`config.mk`:
```
export PLATFORM = sky130hd
export DESIGN_NAME = fir_mac_sequencer_flat
export DESIGN_NICKNAME = d
export VERILOG_FILES = /design/src/rtl/fir_mac_sequencer_pkg.sv /design/src/rtl/fir_mac_sequencer_if.sv /design/src/rtl/fir_mac_sequencer_mac.sv /design/src/rtl/fir_mac_sequencer.sv /design/src/flat_wrapper.sv
export SDC_FILE = /design/constraint.sdc
export NUM_CORES = 1
export LEC_CHECK = 0
export CELL_PAD_IN_SITES_DETAIL_PLACEMENT = 1
export CELL_PAD_IN_SITES_GLOBAL_PLACEMENT = 2
export CORE_UTILIZATION = 35
export DETAILED_ROUTE_END_ITERATION = 6
export PLACE_DENSITY = 0.76
export SLEW_MARGIN = 20
export SYNTH_ARGS = -nofsm -noshare
export SYNTH_HDL_FRONTEND = slang
export SYNTH_SLANG_ARGS = --single-unit
```
`constraint.sdc`:
```
create_clock -name clk -period 8.1 [get_ports clk]
set_input_delay 2.025 -clock clk [delete_from_list [all_inputs] [get_ports clk]]
set_output_delay 2.025 -clock clk [all_outputs]
set_load 0.005 [all_outputs]
```
`src/rtl/fir_mac_sequencer_pkg.sv`:
```
// Shared types and helpers for the time-multiplexed FIR sequencer.
//   seq_state_t : sequencer FSM states
//   NTAPS_DEF   : default tap count
//   Q15_W       : audio sample width (signed Q15)
//   DRAIN_CYC   : cycles between the last tap issue and the output register
//   sat_w/sat16 : signed saturation helpers, also used by other audio blocks
package fir_mac_sequencer_pkg;

   typedef enum logic [2:0] {
      CLEAR = 3'd0,
      IDLE  = 3'd1,
      RUN   = 3'd2,
      DRAIN = 3'd3,
      OUT   = 3'd4
   } seq_state_t;

   localparam int NTAPS_DEF = 32;
   localparam int Q15_W     = 16;
   // RAM read, product register, accumulate
   localparam int DRAIN_CYC = 3;

   // Clamp a sign-extended value into the signed range of a w-bit word.
   function automatic logic signed [63:0] sat_w(input logic signed [63:0] v, input int w);
      logic signed [63:0] hi;
      logic signed [63:0] lo;
      hi = (64'sd1 <<< (w - 1)) - 64'sd1;
      lo = -(64'sd1 <<< (w - 1));
      if (v > hi)      return hi;
      else if (v < lo) return lo;
      else             return v;
   endfunction

   function automatic logic signed [Q15_W-1:0] sat16(input logic signed [63:0] v);
      return Q15_W'(sat_w(v, Q15_W));
   endfunction

endpackage

```
`src/rtl/fir_mac_sequencer_if.sv`:
```
// Sample input stream of the FIR sequencer.
//   x_in        : signed sample
//   x_in_valid  : source offers x_in
//   x_in_ready  : sink can take it
// Handshake: a sample moves on a rising clk edge where x_in_valid and
// x_in_ready are both 1. The sink never consumes data unless both are high;
// the source may withdraw or change x_in while x_in_ready is 0 (such a
// sample is simply dropped and flagged as overrun by the sequencer).
//   master : sample source
//   slave  : sequencer
interface fir_mac_sequencer_if
   import fir_mac_sequencer_pkg::*;
#(
   parameter int DW = Q15_W
) ();

   logic signed [DW-1:0] x_in;
   logic                 x_in_valid;
   logic                 x_in_ready;

   modport master (
      output x_in,
      output x_in_valid,
      input  x_in_ready
   );

   modport slave (
      input  x_in,
      input  x_in_valid,
      output x_in_ready
   );

endinterface

```
`src/rtl/fir_mac_sequencer_mac.sv`:
```
// Shared multiply-accumulate datapath for the FIR sequencer.
//   clk, reset : clock, synchronous active-high reset
//   mul_en     : register a*b into the product register
//   acc_en     : fold the product register into the accumulator
//   acc_clr    : with acc_en, load the product instead of adding (first tap)
//   a, b       : signed sample and coefficient
//   acc        : signed accumulator, wide enough that NTAPS products never wrap
module fir_mac_sequencer_mac
   import fir_mac_sequencer_pkg::*;
#(
   parameter int DW = Q15_W,
   parameter int CW = Q15_W,
   parameter int AW = 5
) (
   input  logic                      clk,
   input  logic                      reset,
   input  logic                      mul_en,
   input  logic                      acc_en,
   input  logic                      acc_clr,
   input  logic signed [DW-1:0]      a,
   input  logic signed [CW-1:0]      b,
   output logic signed [DW+CW+AW-1:0] acc
);

   localparam int PW   = DW + CW;
   localparam int ACCW = DW + CW + AW;

   logic signed [PW-1:0] prod_q;

   always_ff @(posedge clk) begin
      if (reset) begin
         prod_q <= '0;
         acc    <= '0;
      end else begin
         if (mul_en) begin
            prod_q <= PW'(a) * PW'(b);
         end
         if (acc_en) begin
            // Loading on the first tap avoids a separate clear cycle per sample.
            acc <= acc_clr ? ACCW'(prod_q) : acc + ACCW'(prod_q);
         end
      end
   end

endmodule

```
`src/rtl/fir_mac_sequencer.sv`:
```
// Controller for a time-multiplexed FIR: one multiplier and one accumulator
// serve all taps. Samples arrive on a valid/ready stream, are written into an
// external circular sample RAM, convolved against an external coefficient ROM
// and one scaled, saturated Q15 output is produced per accepted sample.
//   clk, reset   : clock, synchronous active-high reset (overrides clear)
//   clear        : zero the history and restart warm-up, any state
//   x_if         : sample input stream (slave side)
//   samp_*       : sample RAM write port and read address (1-cycle read)
//   samp_rdata   : sample RAM read data
//   coef_addr    : coefficient ROM address (1-cycle read)
//   coef_data    : coefficient, signed Q(CW-1)
//   y_out        : last computed output, signed Q15
//   y_out_valid  : 1-cycle strobe once the history is fully warmed up
//   overrun      : 1-cycle strobe the cycle after a refused offer
//   dbg_state    : current FSM state
// Timeline for a sample accepted in cycle 0: RUN 1..NTAPS issues one tap per
// cycle, DRAIN NTAPS+1..NTAPS+3 empties the read/multiply/accumulate pipe,
// OUT at NTAPS+4 presents y_out, IDLE again at NTAPS+5.
module fir_mac_sequencer
   import fir_mac_sequencer_pkg::*;
#(
   parameter  int NTAPS = NTAPS_DEF,
   parameter  int DW    = Q15_W,
   parameter  int CW    = Q15_W,
   localparam int AW    = $clog2(NTAPS)
) (
   input  logic                   clk,
   input  logic                   reset,
   input  logic                   clear,
   fir_mac_sequencer_if.slave     x_if,
   output logic                   samp_we,
   output logic [AW-1:0]          samp_waddr,
   output logic signed [DW-1:0]   samp_wdata,
   output logic [AW-1:0]          samp_raddr,
   input  logic signed [DW-1:0]   samp_rdata,
   output logic [AW-1:0]          coef_addr,
   input  logic signed [CW-1:0]   coef_data,
   output logic signed [DW-1:0]   y_out,
   output logic                   y_out_valid,
   output logic                   overrun,
   output seq_state_t             dbg_state
);

   localparam int FW   = $clog2(NTAPS + 1);
   localparam int ACCW = DW + CW + AW;

   seq_state_t state_q, state_d;

   logic [AW-1:0] cidx_q;   // zeroing address in CLEAR
   logic [AW-1:0] k_q;      // tap index in RUN
   logic [AW-1:0] wptr_q;   // slot of the newest sample
   logic [1:0]    dcnt_q;   // DRAIN cycle counter
   logic [FW-1:0] fill_q;   // samples in history, saturates at NTAPS

   // Two-deep valid pipeline matching RAM/ROM read latency and the product
   // register; f* marks the k=0 tap so the accumulator reloads on it.
   logic v1_q, f1_q, v2_q, f2_q;

   logic x_ready;
   logic accept;
   logic drain_last;

   logic signed [ACCW-1:0] acc;
   logic signed [ACCW-1:0] acc_shr;
   logic signed [63:0]     acc_ext;
   logic signed [DW-1:0]   y_sat;

   // clear wins over a simultaneous offer in IDLE: the sample is dropped.
   assign accept     = (state_q == IDLE) && x_if.x_in_valid && !clear;
   assign drain_last = (state_q == DRAIN) && (dcnt_q == 2'(DRAIN_CYC - 1));

   assign x_if.x_in_ready = x_ready;
   assign samp_raddr      = wptr_q - k_q;
   assign coef_addr       = k_q;
   assign dbg_state       = state_q;

   // Arithmetic shift floors; then clamp into the DW-bit signed range.
   assign acc_shr = acc >>> (CW - 1);
   assign acc_ext = 64'(acc_shr);
   assign y_sat   = DW'(sat_w(acc_ext, DW));

   always_comb begin
      state_d    = state_q;
      x_ready    = 1'b0;
      samp_we    = 1'b0;
      samp_waddr = wptr_q;
      samp_wdata = '0;
      unique case (state_q)
         CLEAR: begin
            samp_we    = 1'b1;
            samp_waddr = cidx_q;
            if (cidx_q == AW'(NTAPS - 1)) state_d = IDLE;
         end
         IDLE: begin
            x_ready = 1'b1;
            if (accept) begin
               samp_we    = 1'b1;
               samp_wdata = x_if.x_in;
               state_d    = RUN;
            end
         end
         RUN: begin
            if (k_q == AW'(NTAPS - 1)) state_d = DRAIN;
         end
         DRAIN: begin
            if (drain_last) state_d = OUT;
         end
         OUT: begin
            state_d = IDLE;
         end
         default: begin
            state_d = CLEAR;
         end
      endcase
      if (clear) state_d = CLEAR;
   end

   always_ff @(posedge clk) begin
      if (reset) begin
         state_q     <= CLEAR;
         cidx_q      <= '0;
         k_q         <= '0;
         wptr_q      <= '0;
         dcnt_q      <= '0;
         fill_q      <= '0;
         v1_q        <= 1'b0;
         f1_q        <= 1'b0;
         v2_q        <= 1'b0;
         f2_q        <= 1'b0;
         y_out       <= '0;
         y_out_valid <= 1'b0;
         overrun     <= 1'b0;
      end else begin
         state_q     <= state_d;
         overrun     <= x_if.x_in_valid && !x_ready;
         y_out_valid <= 1'b0;

         v1_q <= (state_q == RUN) && !clear;
         f1_q <= (state_q == RUN) && (k_q == '0);
         v2_q <= v1_q && !clear;
         f2_q <= f1_q;

         unique case (state_q)
            CLEAR: cidx_q <= cidx_q + AW'(1);
            IDLE: begin
               k_q    <= '0;
               dcnt_q <= '0;
            end
            RUN: begin
               k_q    <= k_q + AW'(1);
               dcnt_q <= '0;
            end
            DRAIN: begin
               dcnt_q <= dcnt_q + 2'd1;
               // The accumulator is final here; register so OUT presents it.
               if (drain_last && !clear) begin
                  y_out       <= y_sat;
                  // This sample itself completes the fill at NTAPS.
                  y_out_valid <= (fill_q >= FW'(NTAPS - 1));
               end
            end
            OUT: begin
               wptr_q <= wptr_q + AW'(1);
               if (fill_q != FW'(NTAPS)) fill_q <= fill_q + FW'(1);
            end
            default: ;
         endcase

         if (clear) begin
            cidx_q <= '0;
            wptr_q <= '0;
            fill_q <= '0;
         end
      end
   end

   fir_mac_sequencer_mac #(
      .DW (DW),
      .CW (CW),
      .AW (AW)
   ) u_mac (
      .clk     (clk),
      .reset   (reset),
      .mul_en  (v1_q),
      .acc_en  (v2_q),
      .acc_clr (f2_q),
      .a       (samp_rdata),
      .b       (coef_data),
      .acc     (acc)
   );

endmodule

```
`src/flat_wrapper.sv`:
```
// flat-port wrapper written by rule: the top's interface ports become plain ports
module fir_mac_sequencer_flat import fir_mac_sequencer_pkg::*;
#(
   parameter  int NTAPS = NTAPS_DEF,
   parameter  int DW    = Q15_W,
   parameter  int CW    = Q15_W,
   localparam int AW    = $clog2(NTAPS)
)
  (clk, reset, clear, samp_we, samp_waddr, samp_wdata, samp_raddr, samp_rdata, coef_addr, coef_data, y_out, y_out_valid, overrun, dbg_state, x_if_x_in, x_if_x_in_valid, x_if_x_in_ready);
  fir_mac_sequencer_if #(.DW(DW)) x_if_i ();
  input  logic clk;
  input  logic reset;
  input  logic clear;
  output logic samp_we;
  output logic [AW-1:0] samp_waddr;
  output logic signed [DW-1:0] samp_wdata;
  output logic [AW-1:0] samp_raddr;
  input  logic signed [DW-1:0] samp_rdata;
  output logic [AW-1:0] coef_addr;
  input  logic signed [CW-1:0] coef_data;
  output logic signed [DW-1:0] y_out;
  output logic y_out_valid;
  output logic overrun;
  output seq_state_t dbg_state;
  input wire logic [$bits(x_if_i.x_in)-1:0] x_if_x_in;
  input wire logic [$bits(x_if_i.x_in_valid)-1:0] x_if_x_in_valid;
  output wire logic [$bits(x_if_i.x_in_ready)-1:0] x_if_x_in_ready;
  assign x_if_i.x_in = x_if_x_in;
  assign x_if_i.x_in_valid = x_if_x_in_valid;
  assign x_if_x_in_ready = x_if_i.x_in_ready;
  fir_mac_sequencer #(.NTAPS(NTAPS), .DW(DW), .CW(CW)) u_core (.clk(clk), .reset(reset), .clear(clear), .x_if(x_if_i), .samp_we(samp_we), .samp_waddr(samp_waddr), .samp_wdata(samp_wdata), .samp_raddr(samp_raddr), .samp_rdata(samp_rdata), .coef_addr(coef_addr), .coef_data(coef_data), .y_out(y_out), .y_out_valid(y_out_valid), .overrun(overrun), .dbg_state(dbg_state));
endmodule
```
==> metrics.md, run 1 <==
| Metric | Value |
|---|---|
| Total of max-cap violations | `0` |
| Worst Skew | `0.0150 ns` |
| Clk Latency, worst-skew pair | `0.44 ns` |
| CTS tree | `done` |
| R2R Path End | `u_core.u_mac.acc[35]` |
| Initial core utilization | `0.358` |
| CTS Sinks | `~120` |
| Remaining DRCs | `0` |
| Fin. max-slew vios | `0` |
| R2r setup slk | `4.83 ns` |
| Detailed Routing Iterations Pass 1 | `5` |
| Die width | `~220 µm` |
| I/O pin cnt | `106` |
| Vias in the first global route | `approximately 16000` |
| Initial antenna violation count | `0` |
| Vias/cell | `~4.9` |
| Worst Tran Pin Value | `roughly 1.1 ns` |
| Port-buffer cells | `roughly 110` |
| RSZ-0062 raised after global routing | `no` |
| Final setup fails | `0` |
| Post-Syn Area per Cell | `8.59 µm²` |
| Worst-path clk slew | `approximately 0.05 ns` |
| R2R depth | `11` |
| Synth Flop Type | `dfxtp_1` |
| Hold Slack | `0.440 ns` |
| Grt total ovfl | `0` |
| Setup crit end kind | `flip-flop` |
| Global Route Usage Sum | `0.195` |
| Clk buf depth | `2` |
| Setup CP Type | `in -> reg` |
| Final Cycle Share | `0.969` |
| Crit path DAT | `8.12 ns` |
| Largest net degree at the start of global routing | `between 80 and 90` |
| Core area | `between 40000 and 50000 µm²` |
| Post-synthesis sequential area ratio | `0.139` |
| CP Capture Point | `u_core.u_mac.prod_q[28]` |
| ANT cells | `0` |
| Worst Setup SP | `coef_data[10]` |
| CP required | `8.37 ns` |
| Netlist Area Pre-Place | `16800 µm²` |
| Status | `completed` |
| Fin. Hold Viols | `0` |
| Routed Antenna Nets | `0` |
| Post-CTS Hold Fix Bufs | `0` |
| Fraction of registers with async set/reset | `0` |
| Gpl congestion | `0.798` |
| Net Count, Synth | `2404` |
| First-pass GRT wire length | `~78000 µm` |
| Core Rows | `79` |
| Starting DRC count in detailed routing | `a little under 400` |
| Nets | `2625` |
| Period minus WS final | `7.85 ns` |
| Die ar. | `48900 µm²` |
| Post-synthesis cell type count | `between 70 and 80` |
| Post-synth EDFFs | `0` |
| CTS root buffer | `clkbuf_16` |
| Commonest cells after routing, fill and taps aside | `362 x inv_1, 257 x fa_1, 202 x nand2_1` |
| Die Y | `221 µm` |
| Detailed Route WL | `45100 µm` |
| Post-Syn Instances | `1957` |
| FF+latch count, synth | `approximately 120` |
| Crit path launch type | `primary input` |
| Fraction of layout cells with a size suffix above 1 | `0.116` |
| Most common cell after layout, fill and taps aside | `inv_1` |
| Slew HR | `0.298` |
| Total CTS buffers | `17` |
| Via count | `13800` |
| Yosys warnings | `0` |
| H-tree lvl count | `4` |
| Post-DR wirelength/cell | `16.1 µm` |
| Synth-to-Final Area Change | `22.9%` |
| CP Max Fanout | `6` |
| RR Startpoint | `u_core.u_mac.prod_q[7]` |
| Placed wire-length estimate | `37500 µm` |
| Tightest Hold Check Type | `reg -> reg` |
| Max frequency | `0.127 GHz` |
==> flip-flops by register name, summed over array words and instances, names as in the netlist, 2 cells and up <==
| signal | count |
|---|---|
| u_core.fill_q | 6 |
| u_core.u_mac.acc | 37 |
| u_core.dbg_state | 3 |
| u_core.dcnt_q | 2 |
| u_core.cidx_q | 5 |
| u_core.y_out | 16 |
| u_core.wptr_q | 5 |
| u_core.coef_addr | 5 |
| u_core.u_mac.prod_q | 32 |
==> kinds of logic after synthesis <==
logic type / synth area share
flops: 0.139
compound gates: 0.125
buf+inv: 0.0989
simple gates: 0.162
mux: 0.0231
fa+ha+maj: 0.412
xor+xnor: 0.0396
==> through the flow <==
step                      TNS, ns  cells  utilization  area, µm²  worst slack [ns]
final                           0   2797        0.440      20700             0.248
after global routing            0   2797        0.440      20700           0.00800
after CTS                       0   2785        0.433      20300            0.0182
after detailed placement    -3.33   2754        0.419      19700            -0.537
after global placement      -2.06   2754        0.419      19700            -0.387
after floorplan                 0   1957            -      16800           0.00709
==> final cells by class <==
class / count / area, µm²
Clock buffer: 22 / 474
Clock inverter: 9 / 174
Fill cell: 5482 / 26300
Inverter: 366 / 1370
Multi-Input combinational cell: 1397 / 12900
Sequential cell: 117 / 2340
Tap cell: 607 / 759
Timing Repair Buffer: 279 / 2590
==> synthesized netlist by cell type (4+ instances only) <==
cell	count	area, µm²
o22ai_1	7	43.8
nand2_1	204	766
a21oi_1	86	430
buf_1	6	22.5
dfxtp_1	117	2340
o211ai_1	13	97.6
fa_1	264	5290
o311ai_0	5	43.8
nor3_1	12	60.1
inv_1	365	1370
clkbuf_1	71	267
a21o_1	41	308
o21ai_1	4	20.0
a221oi_1	4	35.0
xnor2_1	52	455
xor2_1	24	210
nor2b_1	10	62.6
nand3_1	24	120
and3_1	23	144
nand4_1	8	50.1
a22oi_1	4	30.0
a211oi_1	13	97.6
ha_1	131	1640
and2_1	125	782
nor4_1	4	25.0
nor2_1	137	514
a311oi_1	13	114
o21bai_1	5	37.5
o21ai_0	61	305
o21a_1	18	135
nand2b_1	15	93.8
mux2i_1	34	340
==> routing by layer <==
layer | vias to the layer above | part of all wire | GRT usage
met5 | - | 0 | 0
met4 | 0 | 0.020 | 0.0471
met3 | 55 | 0.019 | 0.0228
met2 | 141 | 0.52 | 0.362
met1 | 6972 | 0.44 | 0.238
li1 | 6631 | - | -
==> critical path: stages <==
cell and delay (ns):
clkdlybuf4s50_1 0.51, buf_4 0.22, and2_1 0.18, fa_1 0.54, inv_1 0.06, fa_1 0.54
inv_1 0.06, fa_1 0.50, fa_1 0.46, fa_1 0.50, inv_1 0.05, fa_1 0.47
inv_1 0.04, ha_1 0.29, buf_4 0.16, a21o_1 0.15, a21oi_1 0.22, o21ai_0 0.16
nor2_2 0.21, a21oi_2 0.10, or4_1 0.48, nand3_1 0.10, a21oi_1 0.08
==> how the worst min path moves through the flow <==
stage	from	to	slack (ns)	depth (start not counted)
global route	u_core.f1_q	u_core.f2_q	0.46	1
floorplan	u_core.f1_q	u_core.f2_q	0.41	1
finish	u_core.f1_q	u_core.f2_q	0.44	1
CTS	u_core.f1_q	u_core.f2_q	0.45	1
global placement	u_core.f1_q	u_core.f2_q	0.43	1
detailed placement	u_core.f1_q	u_core.f2_q	0.43	1
==> what timing repair did <==
| action | in CTS | in global routing |
|---|---|---|
| setup buffers | 0 | 10 |
| gates cloned | 0 | 2 |
| pin swaps | 1 | 28 |
| resized for setup | 1 | 59 |
| endpoints found under the setup margin | 1 | 9 |
Power of run 1 is not shown: default switching activity piles up to over one toggle a cycle in this logic, so the estimate is an artifact.
==> inputs of run 2 (changes only) <==
CORE_MARGIN = 3   (was not set)
==> metrics.md, run 2 (synthesized netlist as in run 1, its figures left out) <==
| Metric | Value |
|---|---|
| Largest net degree at the start of global routing | `86 (unchanged)` |
| CP delay by family, top | `adder cells` |
| Number of fill cells | `5535 (+0.97%)` |
| Grt total ovfl | `0 (unchanged)` |
| Starting DRC count in detailed routing | `415 (+7.8%)` |
| Global Route Usage Sum | `0.190 (-0.00530)` |
| ANT cells | `0 (unchanged)` |
| Crit-path slowest cell | `fa_1` |
| Inst Count DP | `2758 (+0.15%)` |
| Post-CTS Hold Fix Bufs | `0 (unchanged)` |
| Core area | `47000 µm² (unchanged)` |
| Period minus WS final | `7.88 ns (+0.0312 ns)` |
| Most common cell after layout, fill and taps aside | `inv_1` |
| Synth-to-Final Area Change | `21.7%` |
| Fin. Hold Viols | `0 (unchanged)` |
| Initial core utilization | `0.358 (unchanged)` |
| Fin. max-slew vios | `0 (unchanged)` |
| Most frequent CP cell | `fa_1` |
| Final Cycle Share | `0.973 (+0.00386)` |
| Setup CP Type | `in -> reg` |
| Clk Latency, worst-skew pair | `0.44 ns (about the same)` |
| Commonest cells after routing, fill and taps aside | `363 x inv_1, 262 x fa_1, 203 x nand2_1` |
| Gpl congestion | `0.835 (+4.6%)` |
| Critical path, cell by cell | `clkdlybuf4s50_1 -> buf_4 -> and2_1 -> fa_1 -> inv_1 -> fa_1 -> fa_1 -> fa_1 -> inv_1 -> fa_1 -> inv_1 -> fa_1 -> inv_1 -> ha_1 -> a21o_1 -> a21o_1 -> a21oi_1 -> o21a_1 -> nor3_1 -> nor2_2 -> a21oi_2 -> or4_1 -> nand3_1 -> a21oi_1` |
| Core Rows | `79 (unchanged)` |
| First-pass GRT wire length | `78100 µm (+0.14%)` |
| CTS tree | `done` |
| Worst stage delay on the critical path | `0.56 ns (+0.02 ns)` |
| Port-buffer cells | `105 (unchanged)` |
| Clk buf depth | `2 (unchanged)` |
| CP Max Fanout | `8 (+2)` |
| Status | `completed` |
| Remaining DRCs | `0 (unchanged)` |
| I/O pin cnt | `106 (unchanged)` |
| Fraction of layout cells with a size suffix above 1 | `0.109 (-0.00792)` |
| Setup TNS | `0 ns (unchanged)` |
| Crit path DAT | `8.16 ns (+0.04 ns)` |
| Slew HR | `0.366 (+0.0672)` |
| Initial antenna violation count | `0 (unchanged)` |
| CP required | `8.37 ns (about the same)` |
| Die width | `225 µm (+1.8%)` |
| Worst Skew | `0.0124 ns (-0.00262 ns)` |
| Total of max-cap violations | `0 (unchanged)` |
| Final non-filler cell total | `2791 (-0.21%)` |
| Vias/cell | `4.94 (about the same)` |
| Max FFs per register | `37 (unchanged)` |
| Post-DR wirelength/cell | `16.3 µm (+1.2%)` |
| Setup crit end kind | `flip-flop` |
| Final setup fails | `0 (unchanged)` |
| Placed wire-length estimate | `38300 µm (+2.0%)` |
| Vias in the first global route | `15700 (+0.12%)` |
| Via count | `13800 (-0.15%)` |
| Worst Tran Pin Value | `0.950 ns (-0.103 ns)` |
| Detailed Routing Iterations Pass 1 | `4 (-1)` |
| Largest register by flop count | `u_core.u_mac.acc` |
| Nets | `2618 (-0.27%)` |
| CTS root buffer | `clkbuf_16` |
| Max frequency | `0.127 GHz (-0.40%)` |
| Crit path launch type | `primary input` |
| Detailed Route WL | `45600 µm (+1.0%)` |
| Top Registers | `u_core.u_mac.acc: 37 flops, u_core.u_mac.prod_q: 32 flops, u_core.y_out: 16 flops` |
| Final core occ | `0.436 (-0.00424)` |
| Total CTS buffers | `17 (unchanged)` |
| WP buf/inv | `6 (-1)` |
| Tightest Hold Check Type | `reg -> reg` |
| Hold Slack | `0.443 ns (+0.00387 ns)` |
| H-tree lvl count | `4 (unchanged)` |
| Multi-input gate area | `12900 µm² (-0.20%)` |
| FF/Latch Area | `2340 µm² (unchanged)` |
| Die ar. | `50700 µm² (+3.7%)` |
| Die Y | `225 µm (+1.8%)` |
| Routed Antenna Nets | `0 (unchanged)` |
| CTS Sinks | `117 (unchanged)` |
| Worst-path clk slew | `0.06 ns (about the same)` |
[run 2: cell count changes in the layout (fill, tap and decap cells not counted), moves of 3 or more]
cell             previous run  this run
clkdlybuf4s50_1            86        98
fa_2                        7         2
buf_6                       7         4
dlymetal6s2s_1             18         6
fa_1                      257       262
[run 2: worst register-to-register path, delay by kind of cell (launching register included)]
| family | cells | cell delay (ns) |
|---|---|---|
| fa+ha+maj | 2 | 0.55 |
| buf+inv | 1 | 0.06 |
| compound gates | 9 | 2.00 |
| simple gates | 1 | 0.23 |
| flops | 1 | 0.37 |
[run 2: worst paths after layout]
| check | start | end | slack (ns) | cells past startpoint |
|---|---|---|---|---|
| hold / removal | u_core.f1_q | u_core.f2_q | 0.44 | 1 |
| setup reg to reg | u_core.u_mac.prod_q[0] | u_core.u_mac.acc[26] | 4.79 | 13 |
| hold reg to reg | u_core.f1_q | u_core.f2_q | 0.44 | 1 |
| setup / recovery | samp_rdata[6] | u_core.u_mac.prod_q[28] | 0.22 | 24 |
[run 2: per-layer routing]
| metal | GRT usage | wire length (µm) | part of all wire | up-vias |
|---|---|---|---|---|
| met5 | 0 | 0 | 0 | - |
| met4 | 0.0420 | 868 | 0.019 | 0 |
| met3 | 0.0250 | 853 | 0.019 | 49 |
| met2 | 0.356 | 23800 | 0.52 | 130 |
| met1 | 0.232 | 20100 | 0.44 | 6979 |
| li1 | - | - | - | 6620 |
[run 2: timing repair]
item                       CTS  global route
cloned                       0             0
pin swaps                    2            19
setup endpoints to repair    2            11
gates resized for setup      3            30
buffers inserted             0             1
[run 2: per-stage QoR]
step,setup WS [ns],area [µm²]
2_1_floorplan,0.00709,16800
3_3_place_gp,-0.388,19700
3_5_place_dp,-0.593,19700
4_1_cts,0.0166,20300
5_1_grt,-0.0372,20500
6_report,0.217,20500
[run 2: area by class of cell]
type / instances / share of cell area
flip-flops and latches: 117 / 0.115
clock buffers: 23 / 0.0229
inverters: 366 / 0.0672
clock inverters: 9 / 0.00618
well taps: 607 / 0.0371
repair buffers: 272 / 0.121
multi-input cells: 1397 / 0.631
Power of run 2 is left out for the same reason.
==> inputs of run 3 (changes only) <==
REMOVE_ABC_BUFFERS = 1   (was not set)
==> metrics.md, run 3 (synthesized netlist as in run 1, its figures left out) <==
| Metric | Value |
|---|---|
| Status | `completed` |
| Placed wire-length estimate | `37200 µm (-2.8%)` |
| Cell depth of the worst setup path | `27 (+13%)` |
| Setup crit end kind | `flip-flop` |
| Final Cycle Share | `0.978 (+0.00507)` |
| Worst Skew | `0.00990 ns (-0.00246 ns)` |
| Initial core utilization | `0.358 (unchanged)` |
| Fin. max-slew vios | `0 (unchanged)` |
| Die width | `225 µm (unchanged)` |
| Synth-to-Final Area Change | `22.2%` |
| Slew HR | `0.293 (-0.0724)` |
| Via count | `13700 (-0.24%)` |
| ANT cells | `0 (unchanged)` |
| Clk buf depth | `2 (unchanged)` |
| Detailed Route WL | `44800 µm (-1.7%)` |
| Core Rows | `79 (unchanged)` |
| R2R depth | `11 (-2)` |
| Vias in the first global route | `15300 (-2.4%)` |
| Die Y | `225 µm (unchanged)` |
| Remaining DRCs | `0 (unchanged)` |
| Met2 WL post-DR | `22800 µm (-4.3%)` |
| Detailed Routing Iterations Pass 1 | `5 (+1)` |
| Core area | `47000 µm² (unchanged)` |
| I/O pin cnt | `106 (unchanged)` |
| Routed Antenna Nets | `0 (unchanged)` |
| Vias/cell | `4.93 (-0.20%)` |
| CTS Sinks | `117 (unchanged)` |
| Gpl congestion | `0.811 (-2.9%)` |
| Design area | `20500 µm² (+0.39%)` |
| Worst Tran Pin Value | `1.06 ns (+0.111 ns)` |
| WP buf/inv | `9 (+3)` |
| Initial antenna violation count | `0 (unchanged)` |
| Fin. Hold Viols | `0 (unchanged)` |
| CP delay by family, top | `adder cells` |
| Placed cell area | `19600 µm² (-0.69%)` |
| Post-CTS Hold Fix Bufs | `0 (unchanged)` |
| Crit path launch type | `primary input` |
| Total of max-cap violations | `0 (unchanged)` |
| H-tree lvl count | `4 (unchanged)` |
| Die ar. | `50700 µm² (unchanged)` |
| Worst stage delay on the critical path | `0.53 ns (-0.03 ns)` |
| Setup CP Type | `in -> reg` |
| Max FFs per register | `37 (unchanged)` |
| Top Registers | `u_core.u_mac.acc: 37 flops, u_core.u_mac.prod_q: 32 flops, u_core.y_out: 16 flops` |
| Worst-path clk slew | `0.06 ns (about the same)` |
| Period minus WS final | `7.92 ns (+0.0411 ns)` |
| Final setup fails | `0 (unchanged)` |
| Most frequent CP cell | `fa_1` |
| Clk Latency, worst-skew pair | `0.43 ns (about the same)` |
| Nets | `2620 (+0.076%)` |
| Commonest cells after routing, fill and taps aside | `361 x inv_1, 260 x fa_1, 202 x nand2_1` |
| CTS tree | `done` |
| Met3 WL | `853 µm (unchanged)` |
| Grt total ovfl | `0 (unchanged)` |
| Most common cell after layout, fill and taps aside | `inv_1` |
| Fraction of layout cells with a size suffix above 1 | `0.116 (+0.00738)` |
| CTS root buffer | `clkbuf_16` |
| CP Max Fanout | `8 (unchanged)` |
| Highest metal used | `met4` |
| Global Route Usage Sum | `0.183 (-0.00681)` |
| Starting DRC count in detailed routing | `458 (+10%)` |
| Crit path DAT | `8.23 ns (+0.07 ns)` |
| Port-buffer cells | `105 (unchanged)` |
| Max frequency | `0.126 GHz (-0.52%)` |
| Largest register by flop count | `u_core.u_mac.acc` |
| Final core occ | `0.437 (+0.00168)` |
| Inst Count DP | `2744 (-0.51%)` |
| First-pass GRT wire length | `75700 µm (-3.0%)` |
| CP required | `8.40 ns (+0.03 ns)` |
| Hold Slack | `0.452 ns (+0.00887 ns)` |
| Total CTS buffers | `17 (unchanged)` |
| Tightest Hold Check Type | `reg -> reg` |
| Largest net degree at the start of global routing | `64 (-26%)` |
| Min-Delay Path Depth | `1 (unchanged)` |
| Final non-filler cell total | `2790 (-0.036%)` |
| Wl on met1 | `20700 µm (+3.3%)` |
| Crit-path slowest cell | `fa_1` |
| Post-DR wirelength/cell | `16.1 µm (-1.7%)` |
run 3: final timing paths:
check                                       startpoint                       to  slack, ns
worst min-delay path                       u_core.f1_q              u_core.f2_q       0.45
worst min register to register             u_core.f1_q              u_core.f2_q       0.45
worst max-delay path                     samp_rdata[6]  u_core.u_mac.prod_q[29]       0.18
worst max register to register  u_core.u_mac.prod_q[1]     u_core.u_mac.acc[35]       4.73
run 3: layout make-up:
class                   count  area (µm²)
flip-flops and latches    117        2340
fillers                  5474       26400
clock buffers              21         480
inverters                 366        1370
multi-input cells        1397       13000
repair buffers            274        2500
clock inverters             8         101
well taps                 607         759
run 3: what timing repair did:
item | 4_1_cts | 5_1_grt
resized for setup | 3 | 53
gates cloned | 0 | 4
setup buffers | 0 | 13
pin swaps | 1 | 28
endpoints found under the setup margin | 2 | 8
run 3: metal layers:
| metal | track usage | vias up |
|---|---|---|
| met1 | 0.238 | 6988 |
| met4 | 0.0305 | 0 |
| met5 | 0 | - |
| li1 | - | 6632 |
| met2 | 0.332 | 91 |
| met3 | 0.0227 | 34 |
run 3: worst register-to-register path, stage by stage, from the launching register on:
cell       delay (ns)
dfxtp_1          0.40
ha_1             0.26
a21o_1           0.16
a21o_1           0.22
a2111oi_2        0.61
o31ai_1          0.26
nand3_1          0.18
a21oi_1          0.20
a221oi_1         0.53
a21oi_1          0.16
xnor2_1          0.16
o22ai_1          0.10
run 3: through the flow:
step                setup slack [ns]  setup TNS (ns)
detailed placement            -0.510           -2.92
floorplan                      0.273               0
global route                 -0.0385         -0.0739
CTS                         -0.00349        -0.00349
global placement              -0.293           -1.45
finish                         0.175               0
Power of run 3 is left out for the same reason.
